===== src/rtl/prog_loader.sv =====
// Byte-stream program loader: assembles 12-bit instructions and writes them to program memory from address 0.
// Optional trailing XOR checksum byte is enabled by defining PROG_LOADER_CHECKSUM_EN.
module prog_loader (
  input  logic        clk,
  input  logic        rst,
  input  logic        start,
  input  logic        in_valid,
  input  logic [7:0]  in_data,
  output logic        in_ready,
  output logic        LE,
  output logic [7:0]  LA,
  output logic [11:0] LI,
  output logic        busy,
  output logic        done,
  output logic        err
);

  typedef enum logic [2:0] {
    S_IDLE,
    S_GET_CNT,
    S_GET_HI,
    S_GET_LO,
    S_WRITE,
`ifdef PROG_LOADER_CHECKSUM_EN
    S_DONE,
    S_GET_CHK
`else
    S_DONE
`endif
  } state_t;

  state_t      state, state_n;
  logic [7:0]  addr;
  logic [8:0]  remaining;
  logic [3:0]  hi;
  logic        accept;

`ifdef PROG_LOADER_CHECKSUM_EN
  logic [7:0]  chk;
  logic        err_r;
  assign err      = err_r;
  assign in_ready = (state == S_GET_CNT) || (state == S_GET_HI) ||
                    (state == S_GET_LO)  || (state == S_GET_CHK);
`else
  assign err      = 1'b0;
  assign in_ready = (state == S_GET_CNT) || (state == S_GET_HI) ||
                    (state == S_GET_LO);
`endif

  assign accept = in_valid && in_ready;
  assign LE     = (state == S_WRITE);
  assign busy   = (state != S_IDLE);
  assign done   = (state == S_DONE);

  always_ff @(posedge clk) begin
    if (rst) state <= S_IDLE;
    else     state <= state_n;
  end

  always_comb begin
    state_n = state;
    case (state)
      S_IDLE:    if (start)  state_n = S_GET_CNT;
      S_GET_CNT: if (accept) state_n = S_GET_HI;
      S_GET_HI:  if (accept) state_n = S_GET_LO;
      S_GET_LO:  if (accept) state_n = S_WRITE;
      S_WRITE: begin
        // remaining still holds the pre-decrement value here
        if (remaining == 9'd1) begin
`ifdef PROG_LOADER_CHECKSUM_EN
          state_n = S_GET_CHK;
`else
          state_n = S_DONE;
`endif
        end else begin
          state_n = S_GET_HI;
        end
      end
`ifdef PROG_LOADER_CHECKSUM_EN
      S_GET_CHK: if (accept) state_n = S_DONE;
`endif
      S_DONE:    state_n = S_IDLE;
      default:   state_n = S_IDLE;
    endcase
  end

  always_ff @(posedge clk) begin
    if (rst) begin
      addr      <= 8'd0;
      remaining <= 9'd0;
      hi        <= 4'd0;
      LA        <= 8'd0;
      LI        <= 12'd0;
`ifdef PROG_LOADER_CHECKSUM_EN
      chk       <= 8'd0;
      err_r     <= 1'b0;
`endif
    end else begin
      case (state)
        S_IDLE: begin
          if (start) begin
            addr <= 8'd0;
`ifdef PROG_LOADER_CHECKSUM_EN
            chk   <= 8'd0;
            err_r <= 1'b0;
`endif
          end
        end
        // a count byte of zero encodes a full 256-word load
        S_GET_CNT: if (accept) remaining <= {(in_data == 8'd0), in_data};
        S_GET_HI: begin
          if (accept) begin
            hi <= in_data[3:0];
`ifdef PROG_LOADER_CHECKSUM_EN
            chk <= chk ^ in_data;
`endif
          end
        end
        S_GET_LO: begin
          if (accept) begin
            LI <= {hi, in_data};
            LA <= addr;
`ifdef PROG_LOADER_CHECKSUM_EN
            chk <= chk ^ in_data;
`endif
          end
        end
        S_WRITE: begin
          addr      <= addr + 8'd1;
          remaining <= remaining - 9'd1;
        end
`ifdef PROG_LOADER_CHECKSUM_EN
        S_GET_CHK: if (accept && (in_data != chk)) err_r <= 1'b1;
`endif
        default: ;
      endcase
    end
  end

endmodule


===== config.mk =====
export PLATFORM = sky130hd
export DESIGN_NAME = prog_loader
export DESIGN_NICKNAME = d
export VERILOG_FILES = /design/src/rtl/prog_loader.sv
export SDC_FILE = /design/constraint.sdc
export NUM_CORES = 1
export LEC_CHECK = 0
export BUFFER_PORTS_ARGS = -buffer_cell sky130_fd_sc_hd__clkbuf_2
export CORE_MARGIN = 3
export CORE_UTILIZATION = 54
export DETAILED_ROUTE_END_ITERATION = 8
export GPL_TIMING_DRIVEN = 0
export PLACE_DENSITY_LB_ADDON = 0.1
export SETUP_SLACK_MARGIN = 0.4
export SKIP_LAST_GASP = 1
export SYNTH_ARGS = -nofsm -noshare
export SYNTH_HDL_FRONTEND = slang
export SYNTH_SLANG_ARGS = --single-unit

===== constraint.sdc =====
create_clock -name clk -period 2.1 [get_ports clk]
set_input_delay 0.21 -clock clk [delete_from_list [all_inputs] [get_ports clk]]
set_output_delay 0.21 -clock clk [all_outputs]
set_load 0.005 [all_outputs]

* Word level (Yosys, flattened, before mapping)
Cells that the tools add are included.
** Storage, ports and cells
- Memories kept :: 0
- Memory bits (writable) :: 0
- Input port bits :: 12
- Flip-flop bits (word level) :: 44
- Output and inout port bits :: 25
- Bits in read-only memories :: 0
- Word-level logic and storage cells :: 41
- Bits in latches :: 0
** Operators by class
- Multiplexer cells :: 10
- Magnitude comparators :: 0
- Eq/ne operators :: 10
- Bitwise logic cells :: 0
- $add $sub $neg :: 2
- Reductions and logical operators :: 13
- Div/mod/pow operators :: 0
- Shift operators :: 0
- Multiply operators :: 0
** Operators with widths (number)
- 9-bit case mux with 2 select lines :: 1
- 8-bit case mux with 2 select lines :: 1
- 3-bit two-way mux :: 5
- 3-bit case mux with 5 select lines :: 1
- 9-bit by 1-bit equality test with 1-bit output (second input constant) :: 1
- 9-bit two-way mux :: 1
- 9-bit by 1-bit subtractor with 9-bit output (second input constant) :: 1
- 8-bit by 1-bit adder with 8-bit output (second input constant) :: 1
- 8-bit zero test :: 1
- 8-bit two-way mux :: 1
- 2-bit inequality test (second input constant) :: 4
- 2-bit AND reduction :: 4
- 3-bit by 2-bit equality test with 1-bit output (second input constant) :: 2
- 3-bit equality test (second input constant) :: 2
- 4-bit AND reduction :: 1
- 2-bit nonzero test :: 2
- 3-bit by 1-bit equality test with 1-bit output (second input constant) :: 1
- 3-bit zero test :: 1
- 3-bit nonzero test :: 1
- 1-bit logical OR :: 2
- 1-bit logical AND :: 1

* Depth between registers and ports, before layout
Gate-level depths: netlist (run 1).
- Depth after elaboration :: 6
- Gate-level depth with buffers :: 6
- Mapped depth without buffers :: 5

* Worst setup path before layout (run 1)
OpenSTA, ideal clock, no wires.
- Kind :: reg2reg
- Start :: register state[0]
- End :: register addr[7]
- Stages on the path, launching flop included :: 7
- Library setup time :: 0.123 ns
- Setup slack :: 0.332 ns
- Buffers on the path :: 2
- Data required time :: 1.977 ns
- Clock period less this slack :: 1.768 ns
- Arrival time :: 1.644 ns
- Cells stage by stage :: dfxtp_1 -> buf_6 -> or3b_4 -> buf_6 -> or4_4 -> nand4b_1 -> o31ai_2
** On the way
- Cells in the longest elaborated chain, start to end :: 3
- Elaborated cells on any way between the ends :: 6
- Classes of those cells :: eq/ne: 2; mux: 1; reduce/logical: 3
** RTL lines
- from (decl) :: RTL line 32 : state_t state, state_n;
- from (signal assigned) :: RTL line 57 : else state <= state_n;
- 3-bit equality test or 3-bit zero test (tied branches) :: RTL line 99 : case (state)
- 2-bit nonzero test (no line) or 2-bit inequality test (tied branches)
- 2-bit AND reduction (no line)
- to (signal assigned) :: RTL line 129 : addr <= addr + 8'd1;
- to (decl) :: RTL line 33 : logic [7:0] addr;
Parallel ways exist; a longest one is shown, timed or not.
A chain may end at the register's enable or synchronous reset.

* Final worst setup path (run 1)
- Start :: register state[0]
- End :: register addr[5]
Same word-level chain as after synthesis.

==> impl_metrics.csv, run 1 <==
group,metric,value,unit
outcome,outcome,"finished clean",
timing,setup-tns-final,0,ps
finish,areaGrowthSynthToFinish,18.8,%
synth,ys_seq_area_share,44.2,%
timing,max_slew.worst_pin.slew,802,ps
synth,synth_cells,247,
detailed_routing,via_count,1915,
critical_path,crit_path_max_incr_delay,510,ps
clock_tree,hold_buffers,0,
power,swShare,28.2,%
place,io_buffers,34,
critical_path,startpoint_type,"flop",
critical_path,crit_chain,"buf_6, or3b_4, buf_6, or4_4, a21oi_2",
synth,ys_top_cells_by_area,"dfxtp_1 44%, nand2_1 9.6%, a21oi_1 8.8%",
grt,antenna_found_initial,0,
finish,layout-drive-gt1-share,21.9,%
power,clkPwrFrac,31.7,%
synth,synthArstFlopShare,0,%
finish,final_cells,338,
clock_tree,clock_insertion_delay_worst_skew,300,ps
detailed_routing,wl,4.86,mm
timing,finClkSkew,4.84,ps
critical_path,end_kind,"flop",
min_path,hold_path_class,"primary input to flop",
synth,synth_common_cells,"51 x nand2_1, 44 x dfxtp_1, 35 x a21oi_1",
timing,hold_violations,0,
timing,setup_viol,0,
synth,yosysMostFrequentCell,"nand2_1",
clock_tree,cts_buffers,5,
synth,synthFlopType,"dfxtp_1",
power,comb_power_share,15.6,%
grt,grt_overflow_total,0,
finish,fin_nets,306,
critical_path,crit_top_cell,"buf_6",
die,dieArea,0.00445,mm^2
grt,groute.usage.overall,23.1,%
synth,synth_top_area_share,44.2,%
timing,rsz0062_at_grt,"true",
synth,syn_nets,262,
grt,grt_max_degree,15,
synth,yosysWarnings,0,
grt,grt_pass1_vias,1647,
power,p_int,1.20,mW
detailed_routing,drt_drc_violations_left,0,
timing,finalCriticalPeriod,1720,ps
detailed_routing,routed.top_layer,"met4",
timing,finalMaxSlewViolations,0,
finish,multiInputGateArea,0.00104,mm^2
finish,seqCellArea,882,um^2
clock_tree,htree_levels,2,
synth,yosysTopAreaCell,"dfxtp_1",
synth,avgSynthCellArea,8.06,um^2
synth,syn_area,0.00199,mm^2
die,die-height,66.7,um
detailed_routing,routed_via_density,5.67,
finish,finalInstanceArea,0.00237,mm^2
synth,synthDistinctLibCells,46,
detailed_routing,drt_iter0_markers,181,
timing,fmax,580,MHz
place,dpl.hpwl,3.37,mm
place,placed_cell_area,0.00222,mm^2
critical_path,critPathBufInv,2,
power,power.switching,0.473,mW
detailed_routing,wl_met3,215,um
clock_tree,clock-sinks,44,
clock_tree,ctsRootBufferMaster,"clkbuf_8",
synth,synth_edf_count,0,
place,gp_congestion,0.893,
grt,grt_pass1_wl,7.76,mm
critical_path,worstSetupPathType,"flop to flop",
clock_tree,cts_tree,"yes",
run,maxCapViolations,0,
synth,synth-seq-cells,44,
power,power_density,707,mW/mm^2
power,p_leak,0.919,nW
place,place_inst,327,
die,boundaryPins,37,
detailed_routing,dr.pass1.iters,4,
critical_path,cp_data_arrival_time,1960,ps
timing,max_slew_margin,46.0,%
timing,fin_crit_sh,82.1,%
critical_path,cp_slowest_cell,"or4_4",
critical_path,critPathRequiredTime,2330,ps
critical_path,cp_max_fo,6,
finish,diodes,0,
power,peakVddDrop,0.574,mV
power,seq_power_share,52.7,%
critical_path,path_delay_family,"simple AND/OR/NAND/NOR gates",
clock_tree,ctsLongestPathBuffers,2,
die,initial_core_util,57.9,%
die,placeableCoreArea,0.00344,mm^2
detailed_routing,met2_length,2.31,mm
die,rows,21,
power,power,1.67,mW
detailed_routing,wl_met1,2.24,mm
die,die-width,66.7,um
detailed_routing,ant_nets,0,
detailed_routing,routedWlPerCell,14.4,um
clock_tree,clkTransAtPathRegs,80,ps
finish,n_fill_cell,306,
-- flip-flops by register name, indices dropped and copies added, names as in the netlist --
register and flops:
LI 12, remaining 9, LA 8, addr 8
hi 4, state 3
-- what timing repair did --
item,CTS,global route
gates cloned,0,0
endpoints found under the setup margin,10,11
pin swaps,2,3
gates resized for setup,8,5
setup buffers,1,2
-- cell type report --
class / count / share of cell area [%]
well taps: 46 / 2.43
clock buffers: 5 / 2.91
clock inverters: 3 / 0.793
plain buffers: 18 / 3.97
inverters: 4 / 0.687
flip-flops and latches: 44 / 37.3
repair buffers: 37 / 8.14
multi-input cells: 181 / 43.8
-- worst reg2reg max path: stages, from the launching register on --
cell     delay [ps]
dfxtp_2         320
buf_6           120
or3b_4          400
buf_6           150
or4_4           510
a21oi_2         160
-- power groups by stage --
stage	logic, mW	registers, mW	clock network (mW)
4_1_cts	0.252	0.880	0.542
3_5_place_dp	0.247	0.898	0
2_1_floorplan	0.174	0.895	0
5_1_grt	0.290	0.886	0.577
3_3_place_gp	0.243	0.898	0
6_report	0.261	0.882	0.531
-- cells by family after synthesis --
group,Yosys count,synth area share (%)
fa+ha+maj,3,1.88
other cells,1,0.188
flops,44,44.2
simple gates,110,27.2
mux,5,2.58
xor+xnor,1,0.440
compound gates,61,18.3
buf+inv,22,5.15
-- cells in the final DEF, fill, tap and decap left out, types with 2 or more instances in the layout --
cell type,n
a211oi_1,3
a21o_1,2
a21oi_1,34
a22oi_1,2
a2bb2oi_1,2
a31oi_1,4
and3_1,2
and4b_1,2
buf_4,4
buf_6,2
clkbuf_1,10
clkbuf_2,36
clkbuf_8,5
clkinv_2,3
dfxtp_1,43
ha_1,3
inv_1,3
mux2i_1,4
nand2_1,51
nand3_1,10
nand4b_1,2
nor2_1,17
nor2b_1,2
nor3_1,6
nor3b_1,2
nor4_1,3
o21ai_0,6
or3_1,2
or4_4,2
-- per-stage QoR --
stage               utilization (%)  setup WS [ps]  hold WS [ps]
detailed placement             64.5            314           445
CTS                            67.9            399           149
floorplan                         -            456           346
global placement               64.5            367           443
finish                         68.7            376           160
global route                   68.7            359           177
-- routing by layer --
metal  vias to the layer above  GRT usage (%)
met1                       891           29.2
met5                         -              0
met3                        10           5.73
met4                         0           8.38
li1                        958              -
met2                        56           37.9
-- final timing paths --
check	cells after the start	start	end	slack, ps
worst min register to register	2	LA[3]	LA[3]	450
worst max register to register	5	state[0]	addr[5]	380
worst max-delay path	5	state[0]	addr[5]	380
worst min-delay path	3	in_data[5]	LI[5]	160
No activity file was read; power rests on OpenSTA's default activity.
==> inputs of run 2 (changes only) <==
==> constraint.sdc (replaced) <==
create_clock -name clk -period 1.65 [get_ports clk]
set_input_delay 0.165 -clock clk [delete_from_list [all_inputs] [get_ports clk]]
set_output_delay 0.165 -clock clk [all_outputs]
set_load 0.005 [all_outputs]
==> run 2 against run 1 <==
  * The run now ends with setup timing left
  * Combinational power grew 120%
  * Clock-buffer cell count unchanged
  * Final area increased by 28%
  * First-iteration DRC count increased by 53%
  * Sequential share of layout area shrank 7.5 points
  * Wire length increased by 52%
  * Clock skew is 1.3 ps higher
  * Worst setup slack got worse by 490 ps
  * Core utilization increased by 19 points
  * Critical path depth grew 2
  * Via count increased by 23%
  * Global-route usage up 4.9 points
  * Critical endpoint is now remaining[3]
  * Largest cell class unchanged
  * Largest power group unchanged
  * Highest routed layer unchanged
==> impl_metrics.csv, run 2 (synthesized netlist as in run 1, its figures left out) <==
group,metric,value,unit
timing,finalCriticalPeriod,1760,ps
grt,grt_max_degree,16,
place,placed_cell_area,0.00226,mm^2
min_path,hold_path_class,"primary input to flop",
detailed_routing,ant_nets,0,
clock_tree,ctsRootBufferMaster,"clkbuf_8",
min_path,hold_start,"in_data[7]",
min_path,holdPathStages,3,
power,peakVddDrop,0.704,mV
timing,finalMaxSlewViolations,0,
die,rows,21,
die,boundaryPins,37,
die,initial_core_util,57.9,%
timing,fin_crit_sh,107,%
finish,largest_reg_flops,12,
detailed_routing,via_count,2353,
finish,final_common_cell,"nand2_1",
finish,layout-drive-gt1-share,48.8,%
place,gp_congestion,0.831,
timing,setup-tns-final,-233,ps
detailed_routing,drt_drc_violations_left,0,
clock_tree,ctsLongestPathBuffers,2,
finish,post-route-util,88.2,%
timing,hold_violations,0,
die,die-height,66.7,um
finish,layout_common_cells,"37 x nand2_1, 34 x clkbuf_2, 33 x dfxtp_1",
finish,multiInputGateArea,0.00127,mm^2
grt,grt_pass1_wl,9.40,mm
critical_path,r2r_start,"state[0]",
critical_path,cp_data_arrival_time,1960,ps
critical_path,reg2reg_slack,-110,ps
clock_tree,clkTransAtPathRegs,90,ps
timing,finClkSkew,6.11,ps
critical_path,critPathRequiredTime,1850,ps
power,p_leak,1.20,nW
detailed_routing,dr.pass1.iters,5,
grt,grt_overflow_total,0,
critical_path,worst_r2r_endpoint,"remaining[3]",
die,dieArea,0.00445,mm^2
clock_tree,cts_buffers,5,
outcome,outcome,"finished, violations left",
clock_tree,cts_tree,"yes",
finish,finalInstanceArea,0.00304,mm^2
finish,diodes,0,
outcome,violations,"setup timing",
timing,timing.final.ws_setup,-111,ps
clock_tree,hold_buffers,0,
critical_path,cp_max_fo,5,
die,die-width,66.7,um
timing,hold_slack,103,ps
place,dpl.hpwl,3.48,mm
timing,max_slew.worst_pin.slew,739,ps
die,placeableCoreArea,0.00344,mm^2
finish,areaGrowthSynthToFinish,52.4,%
grt,antenna_found_initial,0,
critical_path,worstSetupPathType,"flop to flop",
timing,setup_viol,5,
clock_tree,htree_levels,2,
detailed_routing,routed_via_density,6.33,
timing,rsz0062_at_grt,"true",
finish,largestRegisters,"LI (12), remaining (9)",
finish,seqCellArea,905,um^2
min_path,hold_end,"LI[7]",
timing,max_slew_margin,50.7,%
critical_path,end_kind,"flop",
clock_tree,clock-sinks,44,
grt,groute.usage.overall,28.0,%
power,power_density,850,mW/mm^2
critical_path,startpoint_type,"flop",
run,maxCapViolations,0,
finish,n_fill_cell,175,
detailed_routing,routedWlPerCell,19.8,um
grt,grt_pass1_vias,1960,
finish,top_register,"LI",
clock_tree,clock_insertion_delay_worst_skew,310,ps
place,io_buffers,34,
critical_path,worstRegToRegCells,7,
finish,fin_nets,340,
detailed_routing,wl,7.38,mm
timing,fmax,568,MHz
detailed_routing,drt_iter0_markers,277,
==> run 2: changes by cell type in the layout (fill, tap and decap cells not counted), moves of 10 or more <==
| cell | before | now |
|---|---|---|
| buf_6 | 2 | 16 |
| a21oi_2 | 1 | 11 |
| buf_4 | 4 | 28 |
| nand2_2 | 0 | 12 |
| dfxtp_1 | 43 | 33 |
| nand2_1 | 51 | 37 |
| a21oi_1 | 34 | 24 |
==> run 2: how the worst max path moves through the flow <==
| stage | slack [ps] | startpoint | endpoint | cells past startpoint |
|---|---|---|---|---|
| 3_3_place_gp | -90 | state[1] | hi[3] | 5 |
| 5_1_grt | -80 | state[0] | remaining[0] | 8 |
| 2_1_floorplan | 30 | state[0] | addr[7] | 6 |
| 4_1_cts | -10 | state[0] | addr[7] | 6 |
| 3_5_place_dp | -100 | state[1] | hi[1] | 5 |
| 6_report | -110 | state[0] | remaining[3] | 7 |
==> run 2: what timing repair did <==
action                                  CTS  global route
buffers inserted                         17            16
endpoints found under the hold margin     0             0
resized for setup                        55            70
gates cloned                              0             4
pin swaps                                21            19
endpoints found under the setup margin   48            48
==> run 2: power breakdown <==
group          total (mW)  internal [mW]  switching, mW
Clock               0.880          0.457          0.424
Combinational       0.569          0.263          0.306
Sequential           1.13           1.09         0.0360
==> run 2: layout make-up <==
type / count / area share, %
multi-input cells: 181 / 41.9
flip-flops and latches: 44 / 29.8
repair buffers: 71 / 16.4
plain buffers: 18 / 5.27
clock buffers: 5 / 2.27
well taps: 46 / 1.90
clock inverters: 3 / 1.52
inverters: 4 / 0.906
==> run 2: per-stage QoR <==
| stage | instances | power, mW | setup slack (ps) |
|---|---|---|---|
| after global routing | 372 | 2.64 | -82.7 |
| after floorplan | 247 | 1.37 | 27.1 |
| after CTS | 352 | 2.43 | -12.0 |
| final | 372 | 2.58 | -111 |
| after global placement | 327 | 1.46 | -86.7 |
| after detailed placement | 327 | 1.47 | -102 |
==> run 2: routing by layer <==
layer / global-route usage [%] / part of all wire (%) / vias up
li1: - / - / 1021
met1: 33.6 / 39 / 1125
met2: 48.8 / 48 / 171
met3: 5.73 / 8.8 / 36
met4: 10.7 / 3.7 / 0
met5: 0 / 0 / -
==> run 2: worst max-delay path: stages, from the launching register on <==
cell and delay (ps):
dfxtp_2 330, buf_6 110, or3b_4 390, buf_6 140, buf_4 140, nor4_4 160
xnor2_1 100, a211oi_1 280
